[src/rtl/multiword_adder_ctrl_if.sv]
// Bus between an operand source and the multi-word adder controller.
// The master drives the request and operands; the slave (the controller)
// returns busy/done and the registered result.
interface multiword_adder_ctrl_if #(
    parameter int WIDTH = 8,
    parameter int WORDS = 4
);
    localparam int N = WIDTH * WORDS;

    logic         start;
    logic [N-1:0] a_in;
    logic [N-1:0] b_in;
    logic         c_in;
    logic         busy;
    logic         done;
    logic [N-1:0] sum;
    logic         c_out;

    modport master (
        output start, a_in, b_in, c_in,
        input  busy, done, sum, c_out
    );

    modport slave (
        input  start, a_in, b_in, c_in,
        output busy, done, sum, c_out
    );
endinterface

[src/rtl/multiword_adder_ctrl.sv]
// Multi-word adder: one WIDTH-bit ripple-carry adder is reused over WORDS
// cycles, least-significant word first, with the inter-word carry held in a
// register. The result and carry-out are registered and held until the next
// operation completes.

module ripple_carry_adder #(
    parameter int WIDTH = 8
) (
    input  logic [WIDTH-1:0] x,
    input  logic [WIDTH-1:0] y,
    input  logic             carry_in,
    output logic [WIDTH-1:0] z,
    output logic             carry_out
);
    logic [WIDTH:0] carryChain;

    assign carryChain[0] = carry_in;

    // Plain full-adder cells chained bit by bit; no '+' operator is used so
    // this stays the only arithmetic resource in the controller.
    for (genvar i = 0; i < WIDTH; i++) begin : g_bit
        assign z[i]              = x[i] ^ y[i] ^ carryChain[i];
        assign carryChain[i + 1] = (x[i] & y[i]) | (carryChain[i] & (x[i] ^ y[i]));
    end

    assign carry_out = carryChain[WIDTH];
endmodule

module multiword_adder_ctrl #(
    parameter int WIDTH = 8,
    parameter int WORDS = 4
) (
    input logic                    clk,
    input logic                    rst,
    multiword_adder_ctrl_if.slave  bus
);
    localparam int N    = WIDTH * WORDS;
    localparam int IDXW = (WORDS > 1) ? $clog2(WORDS) : 1;
    localparam logic [IDXW-1:0] LAST_IDX = IDXW'(WORDS - 1);

    typedef enum logic [1:0] {
        IDLE,
        RUN,
        DONE
    } state_t;

    state_t                        state_q, state_d;
    logic [WORDS-1:0][WIDTH-1:0]   a_q, a_d;
    logic [WORDS-1:0][WIDTH-1:0]   b_q, b_d;
    logic [WORDS-1:0][WIDTH-1:0]   acc_q, acc_d;
    logic                          carry_q, carry_d;
    logic [IDXW-1:0]               idx_q, idx_d;
    logic [N-1:0]                  sum_q, sum_d;
    logic                          cout_q, cout_d;

    logic [WIDTH-1:0]              wordSum;
    logic                          wordCarry;

    ripple_carry_adder #(.WIDTH(WIDTH)) u_adder (
        .x         (a_q[idx_q]),
        .y         (b_q[idx_q]),
        .carry_in  (carry_q),
        .z         (wordSum),
        .carry_out (wordCarry)
    );

    // Next-state and datapath updates: accept a request when not running,
    // then fold one word per cycle into the accumulator and publish the
    // merged result on the last word.
    always_comb begin
        state_d = state_q;
        a_d     = a_q;
        b_d     = b_q;
        acc_d   = acc_q;
        carry_d = carry_q;
        idx_d   = idx_q;
        sum_d   = sum_q;
        cout_d  = cout_q;

        case (state_q)
            IDLE, DONE: begin
                if (bus.start) begin
                    a_d     = bus.a_in;
                    b_d     = bus.b_in;
                    carry_d = bus.c_in;
                    idx_d   = '0;
                    state_d = RUN;
                end else begin
                    state_d = IDLE;
                end
            end
            RUN: begin
                acc_d[idx_q] = wordSum;
                carry_d      = wordCarry;
                if (idx_q == LAST_IDX) begin
                    sum_d   = acc_d;
                    cout_d  = wordCarry;
                    state_d = DONE;
                end else begin
                    idx_d = idx_q + IDXW'(1);
                end
            end
            default: begin
                state_d = IDLE;
            end
        endcase
    end

    // State and datapath registers; reset abandons any running operation and
    // clears the published result.
    always_ff @(posedge clk) begin
        if (rst) begin
            state_q <= IDLE;
            a_q     <= '0;
            b_q     <= '0;
            acc_q   <= '0;
            carry_q <= 1'b0;
            idx_q   <= '0;
            sum_q   <= '0;
            cout_q  <= 1'b0;
        end else begin
            state_q <= state_d;
            a_q     <= a_d;
            b_q     <= b_d;
            acc_q   <= acc_d;
            carry_q <= carry_d;
            idx_q   <= idx_d;
            sum_q   <= sum_d;
            cout_q  <= cout_d;
        end
    end

    assign bus.busy  = (state_q == RUN);
    assign bus.done  = (state_q == DONE);
    assign bus.sum   = sum_q;
    assign bus.c_out = cout_q;
endmodule

[src/flat_wrapper.sv]
// flat-port wrapper written by rule: the top's interface ports become plain ports
module multiword_adder_ctrl_flat 
#(
    parameter int WIDTH = 8,
    parameter int WORDS = 4
)
  (clk, rst, bus_start, bus_a_in, bus_b_in, bus_c_in, bus_busy, bus_done, bus_sum, bus_c_out);
  multiword_adder_ctrl_if #(.WIDTH(WIDTH), .WORDS(WORDS)) bus_i ();
  input logic clk;
  input logic rst;
  input wire logic [$bits(bus_i.start)-1:0] bus_start;
  input wire logic [$bits(bus_i.a_in)-1:0] bus_a_in;
  input wire logic [$bits(bus_i.b_in)-1:0] bus_b_in;
  input wire logic [$bits(bus_i.c_in)-1:0] bus_c_in;
  output wire logic [$bits(bus_i.busy)-1:0] bus_busy;
  output wire logic [$bits(bus_i.done)-1:0] bus_done;
  output wire logic [$bits(bus_i.sum)-1:0] bus_sum;
  output wire logic [$bits(bus_i.c_out)-1:0] bus_c_out;
  assign bus_i.start = bus_start;
  assign bus_i.a_in = bus_a_in;
  assign bus_i.b_in = bus_b_in;
  assign bus_i.c_in = bus_c_in;
  assign bus_busy = bus_i.busy;
  assign bus_done = bus_i.done;
  assign bus_sum = bus_i.sum;
  assign bus_c_out = bus_i.c_out;
  multiword_adder_ctrl #(.WIDTH(WIDTH), .WORDS(WORDS)) u_core (.clk(clk), .rst(rst), .bus(bus_i));
endmodule
[config.mk]
export PLATFORM = sky130hd
export DESIGN_NAME = multiword_adder_ctrl_flat
export DESIGN_NICKNAME = d
export VERILOG_FILES = /design/src/rtl/multiword_adder_ctrl_if.sv /design/src/rtl/multiword_adder_ctrl.sv /design/src/flat_wrapper.sv
export SDC_FILE = /design/constraint.sdc
export NUM_CORES = 1
export LEC_CHECK = 0
export CORE_AREA = 2 2 150 152
export CTS_CLUSTER_SIZE = 25
export DETAILED_ROUTE_END_ITERATION = 16
export DIE_AREA = 0 0 152 154
export PLACE_DENSITY = 0.54
export SLEW_MARGIN = 20
export SYNTH_ARGS = -nofsm -noshare
export SYNTH_HDL_FRONTEND = slang
export SYNTH_SLANG_ARGS = --single-unit
[constraint.sdc]
create_clock -name clk -period 4.1 [get_ports clk]
set_input_delay 0.41 -clock clk [delete_from_list [all_inputs] [get_ports clk]]
set_output_delay 0.41 -clock clk [all_outputs]
set_load 0.01 [all_outputs]
---- Word-level counts from Yosys, hierarchy flattened ----
Cells that the tools add are included.
storage, ports and cells
  register bits after elaboration ......... 134
  bits of input ports ..................... 68
  output and inout port bits .............. 35
  word-level logic and storage cells ...... 89
operators by class
  add/subtract/negate cells ............... 1
  $lt $le $gt $ge ......................... 2
  equality and inequality tests ........... 6
  mux-type cells .......................... 15
  bitwise logic cells ..................... 40
  reductions and logical operators ........ 8
operators with widths
  kind                                                                      count
  8-bit binary-select mux with 2-bit select                                 2
  32-bit bitwise mux                                                        1
  8-bit 2-to-1 mux                                                          3
  1-bit AND                                                                 16
  8-bit demux with 2-bit select                                             1
  1-bit bitwise XOR                                                         16
  1-bit OR                                                                  8
  2-bit case mux with 2 select lines                                        2
  2-bit 2-to-1 mux                                                          3
  2-bit AND reduction                                                       3
  2-bit == test (second input constant)                                     2
  2-bit inequality test (second input constant)                             2
  2-bit by 3-bit < comparator with 1-bit output (second input constant)     1
  3-bit AND reduction                                                       1
  2-bit by 1-bit adder with 2-bit output (second input constant)            1
  2-bit by 1-bit == test with 1-bit output (second input constant)          1
  2-bit by 1-bit >= comparator with 1-bit output (second input constant)    1
  2-bit zero test                                                           1
  1-bit 2-to-1 mux                                                          2
  2-bit by 1-bit inequality test with 1-bit output (second input constant)  1
  1-bit case mux with 2 select lines                                        1
  2-bit nonzero test                                                        1
  2-bit OR reduction                                                        1
  1-bit logical AND                                                         1

---- Logic depth before layout (Yosys ltp) ----
  depth after elaboration ................. 20
  gate-level depth with buffers ........... 17
  mapped depth without buffers ............ 14

---- Hierarchy ----
From an unflattened synthesis, not the netlist that was laid out.
second synthesis, totals
  cells, all modules ...................... 563
  area, all modules ....................... 5,281.3 µm²
by module, submodules not included
  module                times used  cells an instance  area each (µm²)  sequential area each (µm²)
  multiword_adder_ctrl  1           545                5,083.6          2,522.4
  ripple_carry_adder    1           18                 197.7            0.0

---- Least setup slack after synthesis ----
No wires, ideal clock.
  kind .................................... register to register
  start point ............................. register u_core.idx_q[1]
  end point ............................... register u_core.sum_q[15], in the netlist u_core.bus.sum[15]
  setup time .............................. 0.059 ns
  arrival ................................. 4.502 ns
  required time ........................... 4.041 ns
  path slack .............................. -0.461 ns
  cell stages (with the launch flop) ...... 18
  buffers on the path ..................... 3
  path through ............................ dfxtp_1 > buf_2 > buf_2 > mux4_2 > fa_1 > fa_1 > fa_1 > fa_1 > fa_1 > inv_1 > fa_1 > inv_1 > fa_1 > inv_1 > fa_1 > buf_1 > a21oi_1 > a22o_1
between the ends
  cells in the longest elaborated chain, start to end .. 19
RTL lines
  element                                                       RTL line                                                text
  from (decl)                                                   multiword_adder_ctrl.sv:52                              logic [IDXW-1:0] idx_q, idx_d;
  from (signal assigned)                                        multiword_adder_ctrl.sv:127                             idx_q <= idx_d;
  8-bit binary-select mux with 2-bit select (on tied branches)  multiword_adder_ctrl.sv:60, multiword_adder_ctrl.sv:61
  8-bit 2-to-1 mux (on tied branches)                           multiword_adder_ctrl.sv:60, multiword_adder_ctrl.sv:61
  1-bit bitwise XOR                                             multiword_adder_ctrl.sv:23                              assign carryChain[i + 1] = (x[i] & y[i]) | (carryChain[i] & (x[i] ^ y[i]));
  1-bit AND                                                     multiword_adder_ctrl.sv:23
  1-bit OR                                                      multiword_adder_ctrl.sv:23
  1-bit AND                                                     multiword_adder_ctrl.sv:23
  1-bit OR                                                      multiword_adder_ctrl.sv:23
  1-bit AND                                                     multiword_adder_ctrl.sv:23
  [3 not listed]                                                --
  1-bit AND                                                     multiword_adder_ctrl.sv:23
  1-bit OR                                                      multiword_adder_ctrl.sv:23
  1-bit AND                                                     multiword_adder_ctrl.sv:23
  1-bit OR                                                      multiword_adder_ctrl.sv:23
  1-bit AND                                                     multiword_adder_ctrl.sv:23
  1-bit OR                                                      multiword_adder_ctrl.sv:23
  1-bit bitwise XOR                                             multiword_adder_ctrl.sv:22                              assign z[i] = x[i] ^ y[i] ^ carryChain[i];
  32-bit bitwise mux                                            multiword_adder_ctrl.sv:93                              acc_d[idx_q] = wordSum;
  to (signal assigned)                                          multiword_adder_ctrl.sv:128                             sum_q <= sum_d;
  to (decl)                                                     multiword_adder_ctrl.sv:53                              logic [N-1:0] sum_q, sum_d;
Several ways; a longest one is shown, not always the timed one. The select of a mux whose other input is x is not followed.
A chain may end at the register's enable or synchronous reset.

---- Worst setup path after layout ----
  start point ............................. register u_core.idx_q[0]
  end point ............................... register u_core.sum_q[7], in the netlist u_core.bus.sum[7]
The elaborated chain is that of the path after synthesis.

==> results by group <==
Outcome
  • Status: complete, but fails checks
  • Failing checks: setup timing

Yosys
  • Sequential area share after synthesis: 0.470
  • Net Count, Synth: 639
  • Synth area leaders: dfxtp_1 (47%), nand2_1 (11%), a21oi_1 (8.5%), mux4_2 (6.7%), o2bb2ai_2 (5.3%)
  • Yosys cell types: 31
  • Avg Cell Area, Syn: 9.60 um^2
  • Ys Warns: 0
  • Post-synth top flop: dfxtp_1
  • FF+latch count, synth: 126
  • Area leader, netlist: dfxtp_1
  • Area share of the largest cell type after synthesis: 0.470
  • Post-synth ARST share: 0
  • Mapped cell area: 0.00536 mm^2
  • Post-synth EDFFs: 0
  • Synth Instances: 559

Flow run
  • Max cap viols: 0

Clock tree
  • Cts hold-fix bufs: 0
  • # H-tree levels: 4
  • Clock latency on the worst-skew pair: 420 ps
  • Max Root-Sink Buffers: 2
  • CTS tree: yes
  • Reg clk slew, reported paths: 50 ps
  • CTS Buf Count: 17
  • # clock sinks: 126
  • Root Buffer: clkbuf_16

Global route
  • Largest net degree at the start of global routing: 71
  • Initial antenna violation count: 0
  • Overall Global Routing Usage: 0.122
  • GR Overflow Total: 0
  • Vias in the first global route: 3932
  • First-pass GRT wire length: 22300 um

Floorplan
  • Die Height: 154 um
  • DIE AREA: 0.0234 mm^2
  • # IOs: 103
  • Die span in x: 152 um
  • Initial Util: 0.247
  • Core area: 0.0217 mm^2
  • # rows: 54

Power and ir drop
  • Power Density: 437 mW/mm^2
  • VDD IR max: 0.250 mV
  • Leakage power figure: 2.53 nW
  • Total power: 3.11 mW

STA
  • Fmax: 0.238 GHz
  • Layout Skew: 18.9 ps
  • Hold Violations, Final: 0
  • Final Critical Period: 4200 ps
  • RSZ-0062 raised after global routing: true
  • Final worst-path cycle share: 1.03
  • Setup TNS: -568 ps
  • PnR worst setup slack: -103 ps
  • Final setup viols: 7
  • Slew margin rel.: 0.473
  • Final Hold Slack: 452 ps
  • Slew Limit Fails: 0
  • Worst-Margin Slew: 790 ps

Worst setup path
  • Worst path bufs/invs: 3
  • Most frequent CP cell: fa_2
  • Critical path class: flip-flop to flip-flop
  • Crit-path slowest cell: mux4_2
  • Startpoint class of the critical path: flip-flop
  • Crit. End Element: flip-flop
  • Largest stage delay on the critical path: 530 ps
  • CP Max Fanout: 7
  • CP cell instances: mux4_2 > fa_2 > fa_2 > fa_2 > fa_2 > fa_2 > inv_2 > fa_2 > inv_2 > fa_2 > inv_2 > fa_2 > a21oi_2 > a22o_1
  • CP top delay family: adder cells
  • Worst Path Required: 4450 ps
  • CP arrival: 4560 ps

Routing
  • Via density: 4.40
  • DRC: 0
  • DR vias: 4102
  • WL per Instance: 15.1 um
  • Drt first pass iters: 4
  • 1st-iter DRT viols: 263
  • Antenna Nets Post-Route: 0
  • Routed wire length: 14100 um

Place
  • Port Buffers: 102
  • Detailed placer's ending HPWL: 9720 um
  • RD Place Congestion: 0.732

Final layout
  • Commonest non-fill, non-tap cell in the layout: nand2_1
  • Layout overhead on the synthesized area: 32.9%
  • Final net count: 720
  • Fraction of layout cells with a size suffix above 1: 0.153
  • Number of fill cells in the layout: 2249
  • ANT cells: 0
  • Most frequent cells in the layout: nand2_1 (164), dfxtp_1 (125), clkdlybuf4s50_1 (101)

Min path
  • Hold Crit Class: flip-flop to flip-flop
## cell families after synthesis
family,synth area share
and+or+nand+nor,0.148
DFF,0.470
AOI/OAI and AO/OA,0.175
buffers and inverters,0.0641
adders and majority gates,0.0392
muxes,0.103
## cells in the mapped netlist (6+ instances only)
cell / number
nand2_1: 164
dfxtp_1: 126
a21oi_1: 91
o2bb2ai_2: 19
clkbuf_1: 18
mux2i_1: 18
mux4_2: 16
buf_4: 13
a22o_1: 12
nor2_1: 12
buf_2: 9
inv_1: 9
fa_1: 8
buf_6: 7
a211oi_1: 6
## power by group
group	internal (mW)	switching [mW]	leakage, nW
sequential	1.28	0.0303	1.03
combinational	0.172	0.211	1.22
clock	0.906	0.518	0.279
## worst reg2reg max path, cell delays in order (launching register included)
cell and delay [ps]:
dfxtp_4 370, mux4_2 530, fa_2 410, fa_2 350, fa_2 350, fa_2 340
fa_2 340, inv_2 60, fa_2 180, inv_2 40, fa_2 320, inv_2 60
fa_2 520, a21oi_2 150, a22o_1 120
## cell type report
| type | instances | area [um^2] | share of cell area |
|---|---|---|---|
| flip-flops and latches | 126 | 2530 | 0.354 |
| clock inverters | 6 | 57.6 | 0.00808 |
| inverters | 10 | 40.0 | 0.00562 |
| well taps | 280 | 350 | 0.0492 |
| clock buffers | 25 | 505 | 0.0709 |
| multi-input cells | 372 | 2550 | 0.358 |
| repair buffers | 113 | 1100 | 0.154 |
## final timing paths
kind         depth (start not counted)             start                 to  slack [ps]
max                                 14   u_core.idx_q[0]  u_core.bus.sum[7]        -100
min                                  2  u_core.acc_q[11]   u_core.acc_q[11]         450
max reg2reg                         14   u_core.idx_q[0]  u_core.bus.sum[7]        -100
min reg2reg                          2  u_core.acc_q[11]   u_core.acc_q[11]         450
## flip-flops by register name, summed over array words and instances, names as in the netlist
| name | flops |
|---|---|
| u_core.a_q | 32 |
| u_core.bus.sum | 32 |
| u_core.carry_q | 1 |
| u_core.b_q | 32 |
| u_core.bus.c_out | 1 |
| u_core.state_q | 2 |
| u_core.acc_q | 24 |
| u_core.idx_q | 2 |
## through the flow
| stage | cells | utilization | area (um^2) | worst slack (ps) |
|---|---|---|---|---|
| global placement | 900 | 0.301 | 6530 | -129 |
| CTS | 931 | 0.328 | 7110 | -107 |
| global route | 932 | 0.329 | 7130 | -200 |
| floorplan | 559 | - | 5410 | -125 |
| detailed placement | 900 | 0.301 | 6530 | -160 |
| finish | 932 | 0.329 | 7130 | -103 |
## layer usage
layer	part of all wire	wire [um]	track usage	vias to the layer above
met3	0.046	655	0.0318	6
li1	-	-	-	2053
met5	0	0	0	-
met1	0.50	7020	0.175	1951
met2	0.45	6350	0.178	92
met4	0.0055	78	0.0405	0
## repair_timing
item / CTS / global route
endpoints found under the setup margin: 7 / 7
gates resized for setup: 6 / 2
pin swaps: 4 / 3
setup buffers: 0 / 1
hold endpoints to repair: 0 / 0
Note: power is estimated with default switching activity, not from simulation.
